===== config.mk =====
export PLATFORM = sky130hd
export DESIGN_NAME = gf180mcu_osu_sc_12t_tbuf_bus_ctrl
export DESIGN_NICKNAME = d
export VERILOG_FILES = /design/src/rtl/gf180mcu_osu_sc_tbuf_pkg.sv /design/src/rtl/gf180mcu_osu_sc_rr_arb.sv /design/src/rtl/gf180mcu_osu_sc_12t_tbuf_bus_ctrl.sv
export SDC_FILE = /design/constraint.sdc
export NUM_CORES = 1
export LEC_CHECK = 0
export BUFFER_PORTS_ARGS = -buffer_cell sky130_fd_sc_hd__buf_4
export CAP_MARGIN = 20
export CORE_UTILIZATION = 26
export CTS_CLUSTER_DIAMETER = 150
export CTS_CLUSTER_SIZE = 20
export DETAILED_ROUTE_END_ITERATION = 6
export SLEW_MARGIN = 15
export SYNTH_ARGS = -nofsm -noshare
export SYNTH_HDL_FRONTEND = slang
export SYNTH_SLANG_ARGS = --single-unit

===== constraint.sdc =====
create_clock -name CLK -period 3.45 [get_ports CLK]
set_input_delay 0 -clock CLK [delete_from_list [all_inputs] [get_ports CLK]]
set_output_delay 0 -clock CLK [all_outputs]
set_load 0.03 [all_outputs]

===== src/rtl/gf180mcu_osu_sc_tbuf_pkg.sv =====
// Shared definitions for the tristate-bus controller.
//   bus_state_e : controller state (IDLE, DRIVE, TURN)
//   cnt_width() : width of the shared hold/dead-time counter
package gf180mcu_osu_sc_tbuf_pkg;

    typedef enum logic [1:0] {
        IDLE  = 2'd0,
        DRIVE = 2'd1,
        TURN  = 2'd2
    } bus_state_e;

    // One counter serves both the DRIVE hold time and the TURN gap, so it
    // must reach the larger of the two limits.
    function automatic int cnt_width(input int dead, input int max_hold);
        int m;
        m = (dead > max_hold) ? dead : max_hold;
        return $clog2(m + 1);
    endfunction

endpackage


===== src/rtl/gf180mcu_osu_sc_rr_arb.sv =====
// Combinational round-robin picker.
//   req : request vector
//   ptr : index of the last winner; the search starts at ptr+1 (mod NDRV)
//   gnt : one-hot winner (zero when no request)
//   vld : at least one request present
module gf180mcu_osu_sc_rr_arb #(
    parameter int NDRV = 4
) (
    input  logic [NDRV-1:0]         req,
    input  logic [$clog2(NDRV)-1:0] ptr,
    output logic [NDRV-1:0]         gnt,
    output logic                    vld
);
    localparam int PW = $clog2(NDRV);

    logic [PW-1:0] idx;

    always_comb begin
        gnt = '0;
        vld = 1'b0;
        idx = '0;
        // Visit ptr+1 .. ptr+NDRV; the last candidate is the previous winner.
        for (int i = 1; i <= NDRV; i++) begin
            if (int'(ptr) + i >= NDRV) idx = PW'(int'(ptr) + i - NDRV);
            else                       idx = PW'(int'(ptr) + i);
            if (!vld && req[idx]) begin
                gnt[idx] = 1'b1;
                vld      = 1'b1;
            end
        end
    end

endmodule


===== src/rtl/gf180mcu_osu_sc_12t_tbuf_bus_ctrl.sv =====
// Shared tristate-bus controller: round-robin ownership, complementary
// tbuf enables, a DEAD-cycle all-off gap between owners and a keeper
// register on the received bus value.
//   CLK, RN  : clock, asynchronous active-low reset
//   REQ      : per-driver level request
//   BUS_IN   : resolved bus value at the receiver
//   GNT/EN   : one-hot (or zero) grant and tbuf enable
//   EN_BAR   : complement of EN
//   BUS_Q    : captured bus value, held when nobody drives
//   BUS_VLD  : BUS_Q was loaded from a driven bus in the last cycle
module gf180mcu_osu_sc_12t_tbuf_bus_ctrl
    import gf180mcu_osu_sc_tbuf_pkg::*;
#(
    parameter int NDRV     = 4,
    parameter int W        = 8,
    parameter int DEAD     = 2,
    parameter int MAX_HOLD = 8
) (
    input  logic            CLK,
    input  logic            RN,
    input  logic [NDRV-1:0] REQ,
    input  logic [W-1:0]    BUS_IN,
    output logic [NDRV-1:0] GNT,
    output logic [NDRV-1:0] EN,
    output logic [NDRV-1:0] EN_BAR,
    output logic [W-1:0]    BUS_Q,
    output logic            BUS_VLD
);
    localparam int PW = $clog2(NDRV);
    localparam int CW = cnt_width(DEAD, MAX_HOLD);

    localparam logic [CW-1:0] DEAD_LAST = CW'(DEAD);
    localparam logic [CW-1:0] HOLD_MAX  = CW'(MAX_HOLD);
    // With unlimited hold the counter just parks at all-ones.
    localparam logic [CW-1:0] HOLD_SAT  = (MAX_HOLD != 0) ? CW'(MAX_HOLD) : {CW{1'b1}};

    bus_state_e      state_q, state_d;
    logic [CW-1:0]   cnt_q, cnt_d;
    logic [PW-1:0]   ptr_q, ptr_d, win_idx;
    logic [NDRV-1:0] gnt_q, en_q, en_bar_q, en_d;
    logic [W-1:0]    bus_q;
    logic            bus_vld_q;
    logic [NDRV-1:0] arb_gnt;
    logic            arb_vld;
    logic            own_release;

    gf180mcu_osu_sc_rr_arb #(.NDRV(NDRV)) u_arb (
        .req (REQ),
        .ptr (ptr_q),
        .gnt (arb_gnt),
        .vld (arb_vld)
    );

    always_comb begin
        win_idx = ptr_q;
        for (int i = 0; i < NDRV; i++) begin
            if (arb_gnt[i]) win_idx = PW'(i);
        end
    end

    // Owner lets go when its request drops, or when it has used its hold
    // budget and someone else is waiting.
    assign own_release = ~|(REQ & en_q) ||
                         ((MAX_HOLD != 0) && (cnt_q >= HOLD_MAX) && |(REQ & ~en_q));

    always_comb begin
        state_d = state_q;
        cnt_d   = cnt_q;
        ptr_d   = ptr_q;
        en_d    = en_q;
        case (state_q)
            IDLE: begin
                if (arb_vld) begin
                    state_d = DRIVE;
                    en_d    = arb_gnt;
                    ptr_d   = win_idx;
                    cnt_d   = CW'(1);
                end
            end
            DRIVE: begin
                if (own_release) begin
                    state_d = TURN;
                    en_d    = '0;
                    cnt_d   = CW'(1);
                end else if (cnt_q != HOLD_SAT) begin
                    cnt_d = cnt_q + 1'b1;
                end
            end
            TURN: begin
                // Requests are only looked at in the final gap cycle.
                if (cnt_q >= DEAD_LAST) begin
                    if (arb_vld) begin
                        state_d = DRIVE;
                        en_d    = arb_gnt;
                        ptr_d   = win_idx;
                        cnt_d   = CW'(1);
                    end else begin
                        state_d = IDLE;
                        cnt_d   = '0;
                    end
                end else begin
                    cnt_d = cnt_q + 1'b1;
                end
            end
            default: begin
                state_d = IDLE;
                en_d    = '0;
                cnt_d   = '0;
            end
        endcase
    end

    always_ff @(posedge CLK or negedge RN) begin
        if (!RN) begin
            state_q   <= IDLE;
            cnt_q     <= '0;
            ptr_q     <= PW'(NDRV - 1);
            gnt_q     <= '0;
            bus_q     <= '0;
            bus_vld_q <= 1'b0;
        end else begin
            state_q   <= state_d;
            cnt_q     <= cnt_d;
            ptr_q     <= ptr_d;
            gnt_q     <= en_d;
            bus_vld_q <= (state_q == DRIVE);
            if (state_q == DRIVE) bus_q <= BUS_IN;
        end
    end

    // Enable pair: reset clears EN and sets EN_BAR so no tbuf is left on.
    always_ff @(posedge CLK or negedge RN) begin
        if (!RN) en_q <= '0;
        else     en_q <= en_d;
    end

    always_ff @(posedge CLK or negedge RN) begin
        if (!RN) en_bar_q <= '1;
        else     en_bar_q <= ~en_d;
    end

    assign GNT     = gnt_q;
    assign EN      = en_q;
    assign EN_BAR  = en_bar_q;
    assign BUS_Q   = bus_q;
    assign BUS_VLD = bus_vld_q;

endmodule

======== Word-level counts from Yosys, hierarchy flattened ========
Cells that the tools add are included.
storage, ports and cells
  RAM bits ................................ 0
  memory bits (read-only) ................. 0
  register bits ........................... 25
  bits in latches ......................... 0
  output and inout port bits .............. 21
  logic and storage cells ................. 114
  memories ................................ 0
operators by class
  bitwise gates (word level) .............. 7
  multiplexer cells ....................... 50
  $mul .................................... 0
  $add $sub $neg .......................... 9
  shifts and indexed selects .............. 0
  divide/modulo/power cells ............... 0
  reductions and logical operators ........ 20
  equality and inequality tests ........... 7
  $lt $le $gt $ge ......................... 14
operators by type and width
  kind                                                                count
  2-to-1 mux 4 bit                                                    11
  2-to-1 mux 2 bit                                                    13
  case mux 4 bit (3 select lines)                                     2
  2-to-1 mux 1 bit                                                    14
  < comparator 2 x 3 -> 1 bit (second input constant)                 4
  bitwise OR 4 bit                                                    3
  greater-or-equal comparator 3 bit (second input constant)           3
  AND 4 bit                                                           2
  binary-select mux 1 bit (select 2 bit)                              4
  demux 1 bit (select 2 bit)                                          4
  greater-or-equal comparator 2 x 1 -> 1 bit (second input constant)  4
  logical AND 1 bit                                                   8
  inverter 4 bit                                                      2
  OR reduction 4 bit                                                  2
  subtractor 2 x 1 -> 2 bit (second input constant)                   4
  adder 2 x 2 -> 3 bit (second input constant)                        2
  inequality test 2 bit (second input constant)                       3
  case mux 2 bit (3 select lines)                                     1
  adder 2 x 3 -> 4 bit (second input constant)                        1
  adder 4 x 1 -> 4 bit (second input constant)                        1
  greater-or-equal comparator 4 x 2 -> 1 bit (second input constant)  1
  greater-or-equal comparator 4 x 3 -> 1 bit (second input constant)  1
  greater-or-equal comparator 4 bit (second input constant)           1
  zero test 1 bit                                                     4
  other kinds (11)                                                    12

======== Longest topological paths before layout ========
Gate-level depths: netlist of the first run.
  word-level depth ........................ 22
  gate-level depth with buffers ........... 8
  depth with buffers taken out ............ 8

======== By module ========
From an unflattened synthesis of the first run, not the netlist that was laid out.
unflattened totals
  cells, all modules ...................... 161
  area, all modules ....................... 1646.6 um2
by module, submodules not included
  module                             cells each  area each (um2)  instances
  gf180mcu_osu_sc_12t_tbuf_bus_ctrl  113         1231.2           1
  gf180mcu_osu_sc_rr_arb             48          415.4            1

======== Worst setup path after synthesis of the first run ========
No wires, ideal clock.
  path kind ............................... reg2reg
  start point ............................. register ptr_q[0]
  end point ............................... register ptr_q[0]
  arrival time ............................ 2.368 ns
  buffers on the path ..................... 0
  setup time .............................. 0.082 ns
  cell stages (with the launch flop) ...... 8
  slack ................................... 1.000 ns
  required time ........................... 3.368 ns
  cells stage by stage .................... dfstp_2 -> inv_1 -> ha_1 -> mux4_2 -> a211oi_1 -> o2bb2ai_2 -> o2111a_1 -> a211o_1
on the way
  longest elaborated chain between the ends .. 22
ends and longest elaborated chain
  what                                                                           RTL line                                                                          RTL
  from (decl)                                                                    gf180mcu_osu_sc_12t_tbuf_bus_ctrl.sv:39                                           logic [PW-1:0] ptr_q, ptr_d, win_idx;
  from (signal assigned)                                                         gf180mcu_osu_sc_12t_tbuf_bus_ctrl.sv:117                                          ptr_q <= PW'(NDRV - 1);
  from (signal assigned)                                                         gf180mcu_osu_sc_12t_tbuf_bus_ctrl.sv:124                                          ptr_q <= ptr_d;
  parallel branches: the longest is 19 deep, another holds adder 2 x 1 -> 3 bit  -
  2-to-1 mux 2 bit *                                                             gf180mcu_osu_sc_12t_tbuf_bus_ctrl.sv:73, gf180mcu_osu_sc_12t_tbuf_bus_ctrl.sv:92
  2-to-1 mux 2 bit                                                               gf180mcu_osu_sc_12t_tbuf_bus_ctrl.sv:91                                           if (cnt_q >= DEAD_LAST) begin
  case mux 2 bit (2 select lines) *                                              gf180mcu_osu_sc_12t_tbuf_bus_ctrl.sv:71                                           case (state_q)
Mark *: on every way between the ends. The select of a mux whose other input is x is not followed.
A chain may end at the register's enable or synchronous reset.

======== Worst setup path in the final report of the first run ========
Ends and elaborated chain as after synthesis.

==> results of run 1 <==
## worst min-delay path by stage
stage / from / endpoint / slack [ns] / depth (start not counted)
CTS: RN / cnt_q[1] / 0.18 / 2
finish: RN / cnt_q[2] / 0.16 / 2
global route: RN / cnt_q[1] / 0.19 / 2
floorplan: RN / BUS_Q[0] / -0.30 / 0
global placement: RN / cnt_q[1] / -0.08 / 1
detailed placement: RN / cnt_q[1] / -0.08 / 1
## registers in the layout, indices dropped and copies added, names as in the netlist
name / count
EN_BAR: 4
EN: 4
ptr_q: 2
BUS_Q: 8
BUS_VLD: 1
state_q: 2
cnt_q: 4
## critical path: cells and delay by family (launching register included)
family	cells	cell delay, ns
compound gates	3	0.57
fa+ha+maj	1	0.41
buf+inv	2	0.35
flops	1	0.71
mux	1	0.59
simple gates	1	0.10
## power breakdown
part	switching, uW	total [uW]	internal (uW)
combinational	707	1240	532
clock	88.8	171	82.5
sequential	136	572	436
total	932	1980	1050
## what timing repair did
action,4_1_cts,5_1_grt
hold buffers,9,0
endpoints found under the setup margin,0,0
endpoints found under the hold margin,33,0
## stage by stage
step           util, %  cell area [um^2]  worst slack [ns]  total power [uW]
2_1_floorplan        -              1622            0.9999              1495
3_3_place_gp     32.44              1932            0.7091              1799
3_5_place_dp     32.44              1932            0.6544              1810
4_1_cts          34.71              2067            0.6465              1990
5_1_grt          34.71              2067            0.4954              2136
6_report         34.71              2067            0.6357              1983
## cell families (layout without fill, tap and decap cells)
family,after synthesis,count (layout)
AOI/OAI and AO/OA,47,47
muxes,15,15
adders and majority gates,10,10
DFF,25,25
buffers and inverters,17,58
and+or+nand+nor,39,39
## cell usage in the layout (no fill, tap or decap), types with 2 or more instances in the layout
cell | netlist | final
o21ai_0 | 6 | 6
nor2_1 | 5 | 5
a41oi_1 | 2 | 2
or2b_1 | 2 | 2
o2bb2ai_2 | 3 | 3
dfstp_2 | 6 | 6
dlygate4sd3_1 | 0 | 9
a21oi_1 | 2 | 2
mux2_4 | 2 | 2
a22oi_1 | 5 | 5
inv_1 | 10 | 10
buf_4 | 5 | 35
clkbuf_8 | 0 | 3
o22ai_1 | 8 | 8
mux2i_1 | 4 | 4
a21o_1 | 2 | 2
mux2_2 | 8 | 8
nand2_1 | 13 | 13
nand2b_1 | 5 | 5
a211oi_1 | 2 | 2
nor3_1 | 2 | 2
dfrtp_1 | 19 | 19
a22o_1 | 5 | 5
ha_1 | 10 | 10
## cell usage after synthesis, types with 2 or more instances
| library cell | number |
|---|---|
| a21o_1 | 2 |
| or2b_1 | 2 |
| nand2b_1 | 5 |
| mux2_2 | 8 |
| nor2_1 | 5 |
| dfstp_2 | 6 |
| o22ai_1 | 8 |
| dfrtp_1 | 19 |
| buf_4 | 5 |
| nor3_1 | 2 |
| a41oi_1 | 2 |
| a22oi_1 | 5 |
| o21ai_0 | 6 |
| mux2_4 | 2 |
| nand2_1 | 13 |
| o2bb2ai_2 | 3 |
| a21oi_1 | 2 |
| a22o_1 | 5 |
| a211oi_1 | 2 |
| inv_1 | 10 |
| ha_1 | 10 |
| mux2i_1 | 4 |
## layout make-up
type / instances / share of cell area (%)
Sequential cell: 25 / 30.63
Multi-Input combinational cell: 111 / 43.77
Tap cell: 75 / 4.540
Timing Repair Buffer: 44 / 17.07
Inverter: 10 / 1.816
Clock buffer: 4 / 2.179
## layer usage
metal | global-route usage [%] | wire length [um] | vias up
li1 | - | - | 653
met1 | 15.07 | 1659 | 624
met2 | 19.16 | 1692 | 28
met3 | 2.809 | 132 | 6
met4 | 2.143 | 29 | 0
met5 | 0 | 0 | -
==> impl_results.md, run 1 <==
* Outcome: finished, final reports clean
* Synth Area in Simple Gates at 13.12%
* Net Count, Synth at 177
* CTS tree: done
* Hold Crit Class: input pin to asynchronous set/reset pin
* Crit-path max FO at 18
* Via-to-Cell Ratio at 4.874
* CTS buffer count at 3
* TritonCTS Sinks at 25
* PD cells at 959.2 mW/mm^2
* Area growth, synth to finish at 27.47%
* Chip height at 80.98 um
* Final critical-path required period at 2.814 ns
* Via count at 1311
* Initial antenna violation count at 0
* Gate Count Post-Synth at 153
* Worst setup EP type: flop
* # setup viols final at 0
* Initial Util at 27.23%
* Leak at 0.0009209 uW
* CP max-delay cell: dfstp_2
* Leading area contributor after synthesis: dfrtp_1
* Critical path cell sequence: inv_1 > ha_1 > mux4_2 > inv_1 > nor2_1 > o2bb2ai_2 > o21ai_2 > a211o_1
* Ys async rst share at 100.0%
* Synth Area in Compound Gates at 23.69%
* Worst slew pin tran at 0.4648 ns
* Number of synthesized flops with an enable pin at 0
* Adder-Cell Fraction of Synth Area at 7.716%
* R2r endpoint: ptr_q[0]
* Reg2reg setup slack at 0.64 ns
* Die Area at 0.006557 mm^2
* Syn Std Cell Area at 0.001622 mm^2
* Slew Limit Fails at 0
* Worst setup path class: flop to flop
* Area of the multi-input gates at 904.6 um^2
* # IOs at 35
* Max-slew headroom at 68.82%
* Post-Route WL at 3.514 mm
* Post_cts resized at 0
* Vias in the first global route at 1254
* Largest cells by area after synthesis: dfrtp_1 (29%), dfstp_2 (9.7%), ha_1 (7.7%)
* Worst reg2reg startpoint: ptr_q[0]
* MaxCap Viol Count at 0
* Clock tree buffer depth at 2
* Placed cells at 256
* Syn_area_per_cell at 10.60 um^2
* CP Capture Point: ptr_q[0]
* First-pass GRT wire length at 5.961 mm
* Final Non-Filler Cells at 269
* Reg area at 633.1 um^2
* Final hold vios at 0
* GRT overflow at 0
* R2R depth at 8
* GP Congestion at 0.8413
* Overall Global Routing Usage at 11.49%
* Largest net degree at the start of global routing at 26
* Share of cells above drive strength 1 at 33.51%
* First-iteration detailed-routing DRC count at 53
* RSZ-0062 raised after global routing: false
* Top FF cell, synth: dfrtp_1
* Row count at 28
* Hpwl dp at 2.612 mm
* Number of diodes at 0
* Average wire per cell in the routed design at 13.06 um
* Clock Root Buffer: clkbuf_8
* Remaining DRCs at 0
* Clk Latency, worst-skew pair at 0.26 ns
* Crit-path most repeated cell: inv_1
* Netlist cell types at 49
* Flops & latches, synth at 25
* Initial DRT Pass Iterations at 4
* Sequential area share after synthesis at 39.04%
* Setup TNS at 0 ns
* WP data required at 3.65 ns
* Nets at 219
* Fmax at 0.3553 GHz
* CP Launch Type: flop
* Multiplexer area fraction after synthesis at 11.27%
* Core Area at 0.005956 mm^2
* Max incr delay on CP at 0.71 ns
* Post-Synth XOR/XNOR Area at 0%
* Filler Cell Count at 617
* Post-route ant nets at 0
* Worst hold slack at 0.1618 ns
* Total number of yosys warnings at 0
* Worst Skew at 0.001140 ns
* Die Span X at 80.98 um
* Post-CTS Setup Inserts at 0
* Arr. time, crit path at 3.01 ns
* Worst setup path startpoint: ptr_q[0]
* Tcrit/Tclk final at 81.57%
* Maximum VDD drop at 0.0004421 V
* IO buf count at 34
* Largest family of logic cells by synthesized area: compound AO/OA/AOI/OAI gates
* H-tree levels at 1
* Clock transition at the registers of the reported paths at 0.08 ns
* Synth top area share at 29.32%
Power figures use the tool's default switching activity.
==> inputs of run 2 (changes only) <==
- ABC_AREA: unset -> 1
- clock period: 3.45 -> 2.5 ns (I/O delays scaled with it)
==> impl_results.md, run 2 <==
* Syn_area_per_cell at 7.413 um^2
* Crit-path most repeated cell: nand2_4
* Outcome: finished, final reports clean
* Pint at 1378 uW
* Commonest non-fill, non-tap cell in the layout: nand2_1
* Largest net degree at the start of global routing at 26
* Slew Limit Fails at 0
* Die Area at 0.006768 mm^2
* Clock Root Buffer: clkbuf_8
* Hold Crit Class: input pin to asynchronous set/reset pin
* # IOs at 35
* Average wire per cell in the routed design at 10.46 um
* PD cells at 1326 mW/mm^2
* Vias in the first global route at 1333
* Synth top area share at 28.38%
* H-tree levels at 1
* Number of diodes at 0
* Core Area at 0.006061 mm^2
* Final hold vios at 0
* Final critical-path required period at 2.251 ns
* Highest Signal Layer: met3
* Reg2reg setup slack at 0.25 ns
* R2R depth at 12
* CP max-delay cell: dfstp_2
* Area growth, synth to finish at 29.57%
* Area of the multi-input gates at 885.9 um^2
* Reg area at 633.1 um^2
* Worst reg2reg startpoint: ptr_q[0]
* Die Span X at 82.27 um
* Syn Std Cell Area at 0.001675 mm^2
* GP Congestion at 0.8304
* Post-route ant nets at 0
* Clock transition at the registers of the reported paths at 0.08 ns
* Ys async rst share at 100.0%
* Max incr delay on CP at 0.56 ns
* Met2 WL at 1.704 mm
* Post-Layout Inst Area at 0.002171 mm^2
* Filler Cell Count at 635
* Seq pwr share at 24.0%
* Max reg flops at 8
* Met3 routed WL at 141 um
* Initial DRT Pass Iterations at 4
* CP Launch Type: flop
* First-iteration detailed-routing DRC count at 60
* Leading cell types in the layout, fill and taps excluded: nand2_1 (64), buf_4 (40), inv_1 (29), nand3_1 (24)
* WP data required at 2.71 ns
* GRT overflow at 0
* Clock tree buffer depth at 2
* Nets at 299
* Initial Util at 27.64%
* Row count at 28
* Worst setup path class: flop to flop
* Remaining DRCs at 0
* Tcrit/Tclk final at 90.06%
* CP top delay family: simple AND/OR/NAND/NOR gates
* CTS buffer count at 3
* Synth top cells by count: nand2_1 (64), inv_1 (29), nand3_1 (24)
* Crit-path max FO at 8
* Sequential area share after synthesis at 37.79%
* Initial antenna violation count at 0
* Met1 Routed Length at 1.807 mm
* Post-Route WL at 3.652 mm
* Sw Share at 52.14%
* Worst setup EP type: flop
* Largest cells by area after synthesis: dfrtp_1 (28%), nand2_1 (14%), dfstp_2 (9.4%)
* RSZ-0062 raised after global routing: false
* Overall Global Routing Usage at 11.45%
* Netlist cell types at 27
* # setup viols final at 0
* Via count at 1561
* Leak at 0.001131 uW
* Net Count, Synth at 250
* Hpwl dp at 2.918 mm
* CP bufs+invs at 3
* Clock Power Share at 8.1%
* Combinational Power Share at 67.9%
* MaxCap Viol Count at 0
* Final Non-Filler Cells at 349
* Max-slew headroom at 78.99%
* Top FF cell, synth: dfrtp_1
* Setup Slack @ Placement at 0.2806 ns
* Final setup margin at 0.2486 ns
* Worst slew pin tran at 0.3131 ns
* First-pass GRT wire length at 6.065 mm
* Post-CTS Setup Inserts at 0
* CTS tree: done
* Clk Latency, worst-skew pair at 0.26 ns
* Worst Skew at 0.001810 ns
* Number of synthesized flops with an enable pin at 0
* Critical path cell sequence: inv_4 > ha_1 > inv_1 > nand3_4 > nand2_4 > nand2_4 > nor3_4 > inv_2 > nor2_2 > a21oi_2 > or2_0 > nand2_1
* Arr. time, crit path at 2.46 ns
* Flops & latches, synth at 25
* Share of cells above drive strength 1 at 24.45%
* Via-to-Cell Ratio at 4.473
* Post-DP Area at 0.002036 mm^2
* Maximum VDD drop at 0.0005210 V
* TritonCTS Sinks at 25
* Setup TNS at 0 ns
* IO buf count at 34
* Leading area contributor after synthesis: dfrtp_1
* Total number of yosys warnings at 0
* Gate Count Post-Synth at 226
* Sw Pwr at 1501 uW
* Placed cells at 336
* Fmax at 0.4442 GHz
* Top-count cell post-synth: nand2_1
* Chip height at 82.27 um
* R2r endpoint: cnt_q[0]
## run 2: timing repair
| action | 4_1_cts | 5_1_grt |
|---|---|---|
| hold buffers | 9 | 0 |
| gates resized for setup | 0 | 0 |
| endpoints found under the hold margin | 33 | 0 |
## run 2: layout make-up
cell class | count | area share, %
tap | 75 | 4.323
clock buffer | 4 | 2.075
timing repair buffer | 49 | 17.98
inverter | 32 | 5.648
multi-input combinational | 164 | 40.81
sequential | 25 | 29.16
## run 2: how the worst max path moves through the flow
stage / start / endpoint / slack (ns) / cells after the start
after floorplan: ptr_q[0] / cnt_q[0] / 0.20 / 12
after global placement: ptr_q[0] / cnt_q[0] / 0.30 / 12
after detailed placement: ptr_q[0] / cnt_q[0] / 0.28 / 12
after CTS: ptr_q[0] / cnt_q[0] / 0.25 / 12
after global routing: ptr_q[0] / cnt_q[0] / 0.04 / 12
final: ptr_q[0] / cnt_q[0] / 0.25 / 12
## run 2: through the flow
step / util (%) / hold slack [ns] / power (uW)
2_1_floorplan: - / -0.2956 / 2108
3_3_place_gp: 33.59 / -0.08150 / 2642
3_5_place_dp: 33.59 / -0.07931 / 2654
4_1_cts: 35.82 / 0.1719 / 2905
5_1_grt: 35.82 / 0.1909 / 3197
6_report: 35.82 / 0.1729 / 2879
## run 2: logic make-up after synthesis
kind of cell	Yosys count	share of synthesized area, %
XOR/XNOR	1	0.5229
adder cells (fa/ha/maj)	10	7.468
AO/OA/AOI/OAI	27	8.664
AND/OR/NAND/NOR	126	36.22
flip-flops	25	37.79
buffers and inverters	37	9.335
## run 2: power groups by stage
stage / Sequential (uW) / Combinational (uW) / Clock (uW)
final: 690 / 1950 / 234
after global routing: 713 / 2220 / 262
after CTS: 692 / 1970 / 242
after detailed placement: 697 / 1960 / 0
after global placement: 697 / 1940 / 0
after floorplan: 918 / 1190 / 0
## run 2: per-layer routing
layer  GRT usage [%]  up-vias
met5               0        -
met4           1.053        0
met3           1.978        0
met2           19.83       33
met1           15.34      717
li1                -      811
